--- src/rtl/regfile_index_encoder.sv ---
// Sequential 32-to-5 encoder: walks a register mask and emits one set-bit index
// per handshake, lowest-first or highest-first, with count/last/done status.
module regfile_index_encoder #(
    parameter bit LSB_FIRST = 1'b1
) (
    input  logic        clock,
    input  logic        ctrl_reset,
    input  logic        flush,
    input  logic        load_valid,
    output logic        load_ready,
    input  logic [31:0] load_mask,
    output logic        out_valid,
    input  logic        out_ready,
    output logic [4:0]  out_index,
    output logic        out_last,
    output logic [5:0]  count,
    output logic        busy,
    output logic        done
);

    localparam logic ST_IDLE  = 1'b0;
    localparam logic ST_DRAIN = 1'b1;

    logic        state;
    logic [31:0] pending;
    logic [4:0]  sel_index;
    logic [5:0]  pop;
    logic        load_take;

    // NOTE: every always_comb output gets a default before the loop, otherwise
    // an empty pending mask would leave sel_index unassigned and infer a latch.
    always_comb begin
        sel_index = '0;
        if (LSB_FIRST) begin
            for (int i = 31; i >= 0; i--)
                if (pending[i]) sel_index = 5'(i);
        end else begin
            for (int i = 0; i < 32; i++)
                if (pending[i]) sel_index = 5'(i);
        end
    end

    always_comb begin
        pop = '0;
        for (int i = 0; i < 32; i++)
            pop = pop + 6'(pending[i]);
    end

    assign out_valid  = (state == ST_DRAIN);
    assign busy       = out_valid;
    assign load_ready = (state == ST_IDLE) && !flush;
    assign load_take  = load_valid && load_ready;
    assign out_index  = out_valid ? sel_index : 5'd0;
    assign count      = out_valid ? pop : 6'd0;
    assign out_last   = out_valid && (pop == 6'd1);

    // NOTE: sequential state uses non-blocking assignments so every register
    // samples pre-edge values regardless of statement order.
    always_ff @(posedge clock or negedge ctrl_reset) begin
        if (!ctrl_reset) begin
            state   <= ST_IDLE;
            pending <= '0;
            done    <= 1'b0;
        end else begin
            done <= 1'b0;
            if (flush) begin
                // An in-flight handshake still counts as consumed; nothing follows it.
                state   <= ST_IDLE;
                pending <= '0;
            end else begin
                case (state)
                    ST_IDLE: begin
                        if (load_take) begin
                            if (load_mask != 32'd0) begin
                                pending <= load_mask;
                                state   <= ST_DRAIN;
                            end else begin
                                done <= 1'b1;
                            end
                        end
                    end
                    ST_DRAIN: begin
                        if (out_ready) begin
                            pending <= pending & ~(32'd1 << sel_index);
                            if (out_last) begin
                                state <= ST_IDLE;
                                done  <= 1'b1;
                            end
                        end
                    end
                    default: state <= ST_IDLE;
                endcase
            end
        end
    end

endmodule

--- config.mk ---
export PLATFORM = sky130hd
export DESIGN_NAME = regfile_index_encoder
export DESIGN_NICKNAME = d
export VERILOG_FILES = /design/src/rtl/regfile_index_encoder.sv
export SDC_FILE = /design/constraint.sdc
export NUM_CORES = 1
export LEC_CHECK = 0
export BUFFER_PORTS_ARGS = -buffer_cell sky130_fd_sc_hd__buf_4
export CORE_MARGIN = 2
export CORE_UTILIZATION = 50
export DETAILED_ROUTE_END_ITERATION = 16
export GPL_TIMING_DRIVEN = 0
export HOLD_SLACK_MARGIN = 0.06
export PLACE_DENSITY = 0.72
export SYNTH_ARGS = -nofsm -noshare
export SYNTH_HDL_FRONTEND = slang
export SYNTH_SLANG_ARGS = --single-unit
--- constraint.sdc ---
create_clock -name clock -period 6 [get_ports clock]
set_input_delay 0.6 -clock clock [delete_from_list [all_inputs] [get_ports clock]]
set_output_delay 0.6 -clock clock [all_outputs]
set_load 0.05 [all_outputs]
# Word level (Yosys, flattened, before mapping)
# Cells that the tools add are included.
# op_classes
add_sub_neg	31
n_eq_ne	4
n_shift	1
n_mux	51
n_bitwise	3
n_reduce_logical	6
# ops
cell	n
5-bit 2-to-1 mux	33
6-bit by 1-bit adder with 6-bit output	26
32-bit 2-to-1 mux	4
32-bit one-hot mux with 2 select lines	1
32-bit bitwise AND	1
32-bit NOT	1
32-bit nonzero test	1
1-bit by 5-bit << shifter with 32-bit output, first input constant	1
1-bit 2-to-1 mux	10
5-bit by 1-bit adder with 6-bit output	1
6-bit by 1-bit equality test with 1-bit output, second input constant	1
6-bit 2-to-1 mux	1
3-bit inequality test, second input constant	2
4-bit by 1-bit adder with 5-bit output	1
3-bit by 1-bit adder with 4-bit output	1
1-bit one-hot mux with 2 select lines	2
2-bit by 1-bit adder with 3-bit output	1
1-bit logical AND	3
3-bit by 2-bit inequality test with 1-bit output, second input constant	1
3-bit AND reduction	1
1-bit by 1-bit adder with 2-bit output	1
1-bit zero test	1
1-bit NOT	1
# totals
reg_bits	34
in_bits	37
wordCells	99

# Logic depth before layout (Yosys ltp)
# logic_depth
depth_word	38
mapped_depth	17
ltp_nobuf	17

# Least setup slack after synthesis
# No wires, ideal clock.
# synth_timing
path_type	register -> output
from	reg pending[17]
to	out out_last
t_arrival_ns	6.171
required_time_ns	5.400
path_slack_ns	-0.771
path_stages_with_launch	17
path_cell_list	dfrtp_1 > fa_1 > inv_1 > fa_1 > inv_1 > fa_1 > inv_1 > fa_1 > fa_1 > fa_1 > inv_1 > ha_1 > fa_1 > a21o_1 > a21oi_1 > xnor2_1 > nor4_1
# synth_via
elab_chain_len	17
# synth_lines
item	line_no	rtl
from (decl)	25	logic [31:0] pending;
from (signal assigned)	75	pending <= load_mask;
from (signal assigned)	84	pending <= pending & ~(32'd1 << sel_index);
6-bit by 1-bit adder with 6-bit output (15 in a row)	46	pop = pop + 6'(pending[i]);
6-bit by 1-bit equality test with 1-bit output	55	assign out_last = out_valid && (pop == 6'd1);
1-bit logical AND	55	
to (decl)	15	output logic out_last,
# Every way passes these cells.

# Worst setup path in the final report
# Same ends and word-level chain as after synthesis.

==> results list <==
- # diodes: 0
- Final weighted congestion in routability-driven placement: around 0.9
- Library cell occupying the most area in the post-synthesis netlist: dfrtp_1
* Max Freq: 168 MHz
- From synthesis to final layout, the design area changed by 20.6%.
- In the final routed layout, each cell accounts on average for approximately 23 um.
- Number of synthesized flops with an enable pin: 0
- The floorplan step defined a die boundary enclosing 7520 um2.
- Most common cell type on the critical path: fa_1
* Largest net degree at the start of global routing: 35
- Max_cap viols: 0
* Number of library cell types mapped by synthesis: 69
- The flow ran to the end, and the final reports show no timing, DRC or antenna violations.
* I/O pin count: 53
- The min-delay analysis places its worst path in the category input port to asynchronous set/reset pin.
* Critical path start-end classification: register to output pin
- Largest delay share family, worst path: adder cells
* Worst Path Max Fanout: 2
* Post-Synthesis Cells: between 300 and 400
- The number of antenna violations at the first check in global routing is 0.
- Buf/Inv on CP: 5
- Of the post-synthesis cell area, the dominant cell type holds 0.249.
* Worst slew margin relative to its limit: 0.550
- Synthesis inferred 34 register bits.
* Fraction of registers with async set/reset: 1.00
* Synth Net Count: around 430
- The floorplan step defined a core boundary enclosing approximately 6700 um2.
- TritonCTS built the clock tree.
- Synth Cell Area: 3420 um2
- Total Wirelength: 11.6 mm
- In this run the clock root is driven by a clkbuf_8.
* Hold Vio Cnt, Final: 0
- Counting the fill cells in the layout gives just under 600.
* Global-route total usage across every layer: 0.317
- Synth top area cells: dfrtp_1, fa_1, inv_1, mux2i_1, nor4_1
- The clock tree synthesis step divided the H-tree into 2 levels.
* Longest individual stage delay on the worst path: approximately 550 ps
- Wire length of the first global-routing pass: between 15 and 20 mm
- The critical path goes through fa_1 > inv_2 > fa_1 > inv_1 > fa_1 > inv_2 > fa_1 > fa_1 > fa_1 > inv_1 > ha_2 > fa_2 > a21o_1 > a21oi_2 > xnor2_2 > nor4_4 > buf_6.
- After clock tree synthesis, the clock-pin slew on the worst setup and hold paths is around 70 ps.
- Overflow left after global routing: 0
* Iteration count of the initial detailed-routing pass: 7
* Number of vias per cell: roughly 6.8
* Number of standard-cell rows in the floorplan: 30
- Input and output buffers added on the ports amount to about 50.
- The Yosys step of the flow raised 0 warnings.
- The die is 86.7 um tall.
- Slew of the pin with the lowest slew margin: 669 ps
- The average instance in the mapped netlist occupies a little over 9 um2.
- Detailed placement ended at an HPWL of between 8 and 9 mm.
- Tcrit/Tclk final: 0.995
- Count of nets after finishing: a little over 500
* Worst setup skew after layout: 8.96 ps
* Starting Density: 0.509
* Slowest stage cell, crit path: fa_1
* Min cycle time layout: 5970 ps
- Total CTS buffers: 5
- Critical Path Source Type: register
- Fraction of final layout cells with drive strength greater than 1: 0.257
* Number of standard cells in the final layout excluding fillers: between 500 and 600
- Data on the critical path arrives at its endpoint at 5370 ps.
- Total negative slack: 0 ps
* Number of pins with negative max-slew slack in the final report: 0
- Setup violations remaining at the end of the flow were counted as 0.
- CTS saw 34 sinks.
* Setup repair after global routing missed its margin: true
- The clock passes through at most 2 buffers.
* Iteration-0 DRC count of the detailed router: 450
- Once detail routing completed, the nets flagged for antenna violations numbered 0.
* Critical path capture point type: output pin
* Width of the chip: between 80 and 90 um
* DRC violations left: 0
- Including well taps, the total number of placed cells is approximately 500.
* Number of global-route vias before repair: 3318
- Sequential share of the synthesized area: 0.249
* Worst path required time: about 5400 ps
- The routed layout has between 3000 and 4000 vias.
- Most common flop cell mapped by yosys: dfrtp_1
- Worst-Skew Late Latency: about 300 ps
==> synth_stat cells (10+ instances only) <==
cell and instances:
a21oi_1 10, a22oi_1 11, dfrtp_1 34, fa_1 24
inv_1 37, mux2i_1 11, nand2_1 24, nor2_1 23
nor2b_1 15, nor4_1 17, o21ai_0 10, o22ai_1 11
==> registers in the layout, indices dropped and copies added (netlist names) <==
register and flops:
done 1, pending 32, busy 1
==> layer usage <==
| layer | vias to the layer above | global-route usage | part of all wire |
|---|---|---|---|
| met1 | 1673 | 0.436 | 0.42 |
| met3 | 45 | 0.0505 | 0.091 |
| met4 | 0 | 0.112 | 0.036 |
| met2 | 247 | 0.507 | 0.46 |
| li1 | 1516 | - | - |
| met5 | - | 0 | 0 |
==> through the flow <==
step           area, um2  hold WS (ps)  utilization  setup WS, ps
3_3_place_gp        3920           565        0.583         -45.1
6_report            4120           249        0.614          30.8
3_5_place_dp        3920           564        0.583          -105
2_1_floorplan       3430           304            -           175
4_1_cts             4090           277        0.608          34.6
5_1_grt             4120           281        0.614          -145
==> area by class of cell <==
cell class	instances	area [um2]	share of cell area
repair buffers	62	477	0.116
clock inverters	2	10.0	0.00243
inverters	37	139	0.0337
plain buffers	17	103	0.0249
multi-input cells	278	2360	0.573
flip-flops and latches	34	862	0.209
well taps	80	100	0.0243
clock buffers	5	68.8	0.0167
==> placed cells by master (no fill, tap or decap), drive strengths merged, types with 5 or more instances in the layout <==
master and n:
nor4 19, o2111ai 6, o22ai 11, nand3b 5, mux2i 11, dfrtp 34, buf 70, ha 7
a22oi 12, and2 9, a2111oi 9, nor2b 15, clkbuf 14, o21ai 13, o31ai 9, inv 37
o211ai 5, a21oi 11, a32o 6, a22o 7, nor2 23, nand2 25, fa 24
==> path summary, 6_finish.rpt <==
kind | depth (start not counted) | endpoint | startpoint | slack (ps)
worst max-delay path | 17 | out_last | pending[17]$_DFFE_PN0P_ | 30
worst min-delay path | 1 | pending[4]$_DFFE_PN0P_ | ctrl_reset | 250
worst max register to register | 19 | busy$_DFF_PN0_ | pending[17]$_DFFE_PN0P_ | 650
worst min register to register | 1 | pending[8]$_DFFE_PN0P_ | pending[8]$_DFFE_PN0P_ | 590
max in group asynchronous | 1 | pending[21]$_DFFE_PN0P_ | ctrl_reset | 5370
min in group clock | 2 | busy$_DFF_PN0_ | out_ready | 520
==> what timing repair did <==
item | in CTS | in global routing
pin swaps | 3 | 0
setup endpoints to repair | 2 | 3
resized for setup | 13 | 7
setup buffers | 8 | 3
hold buffers | 0 | 0
==> cells by family after synthesis <==
family / Yosys count / share of synthesized area
buf+inv: 54 / 0.0706
compound gates: 113 / 0.275
fa+ha+maj: 31 / 0.166
flops: 34 / 0.249
mux: 11 / 0.0322
xor+xnor: 3 / 0.00769
simple gates: 120 / 0.199
Power is left out: the tool's default activity adds up to more than one toggle a clock period on the data nets, which glitch-free logic cannot reach.
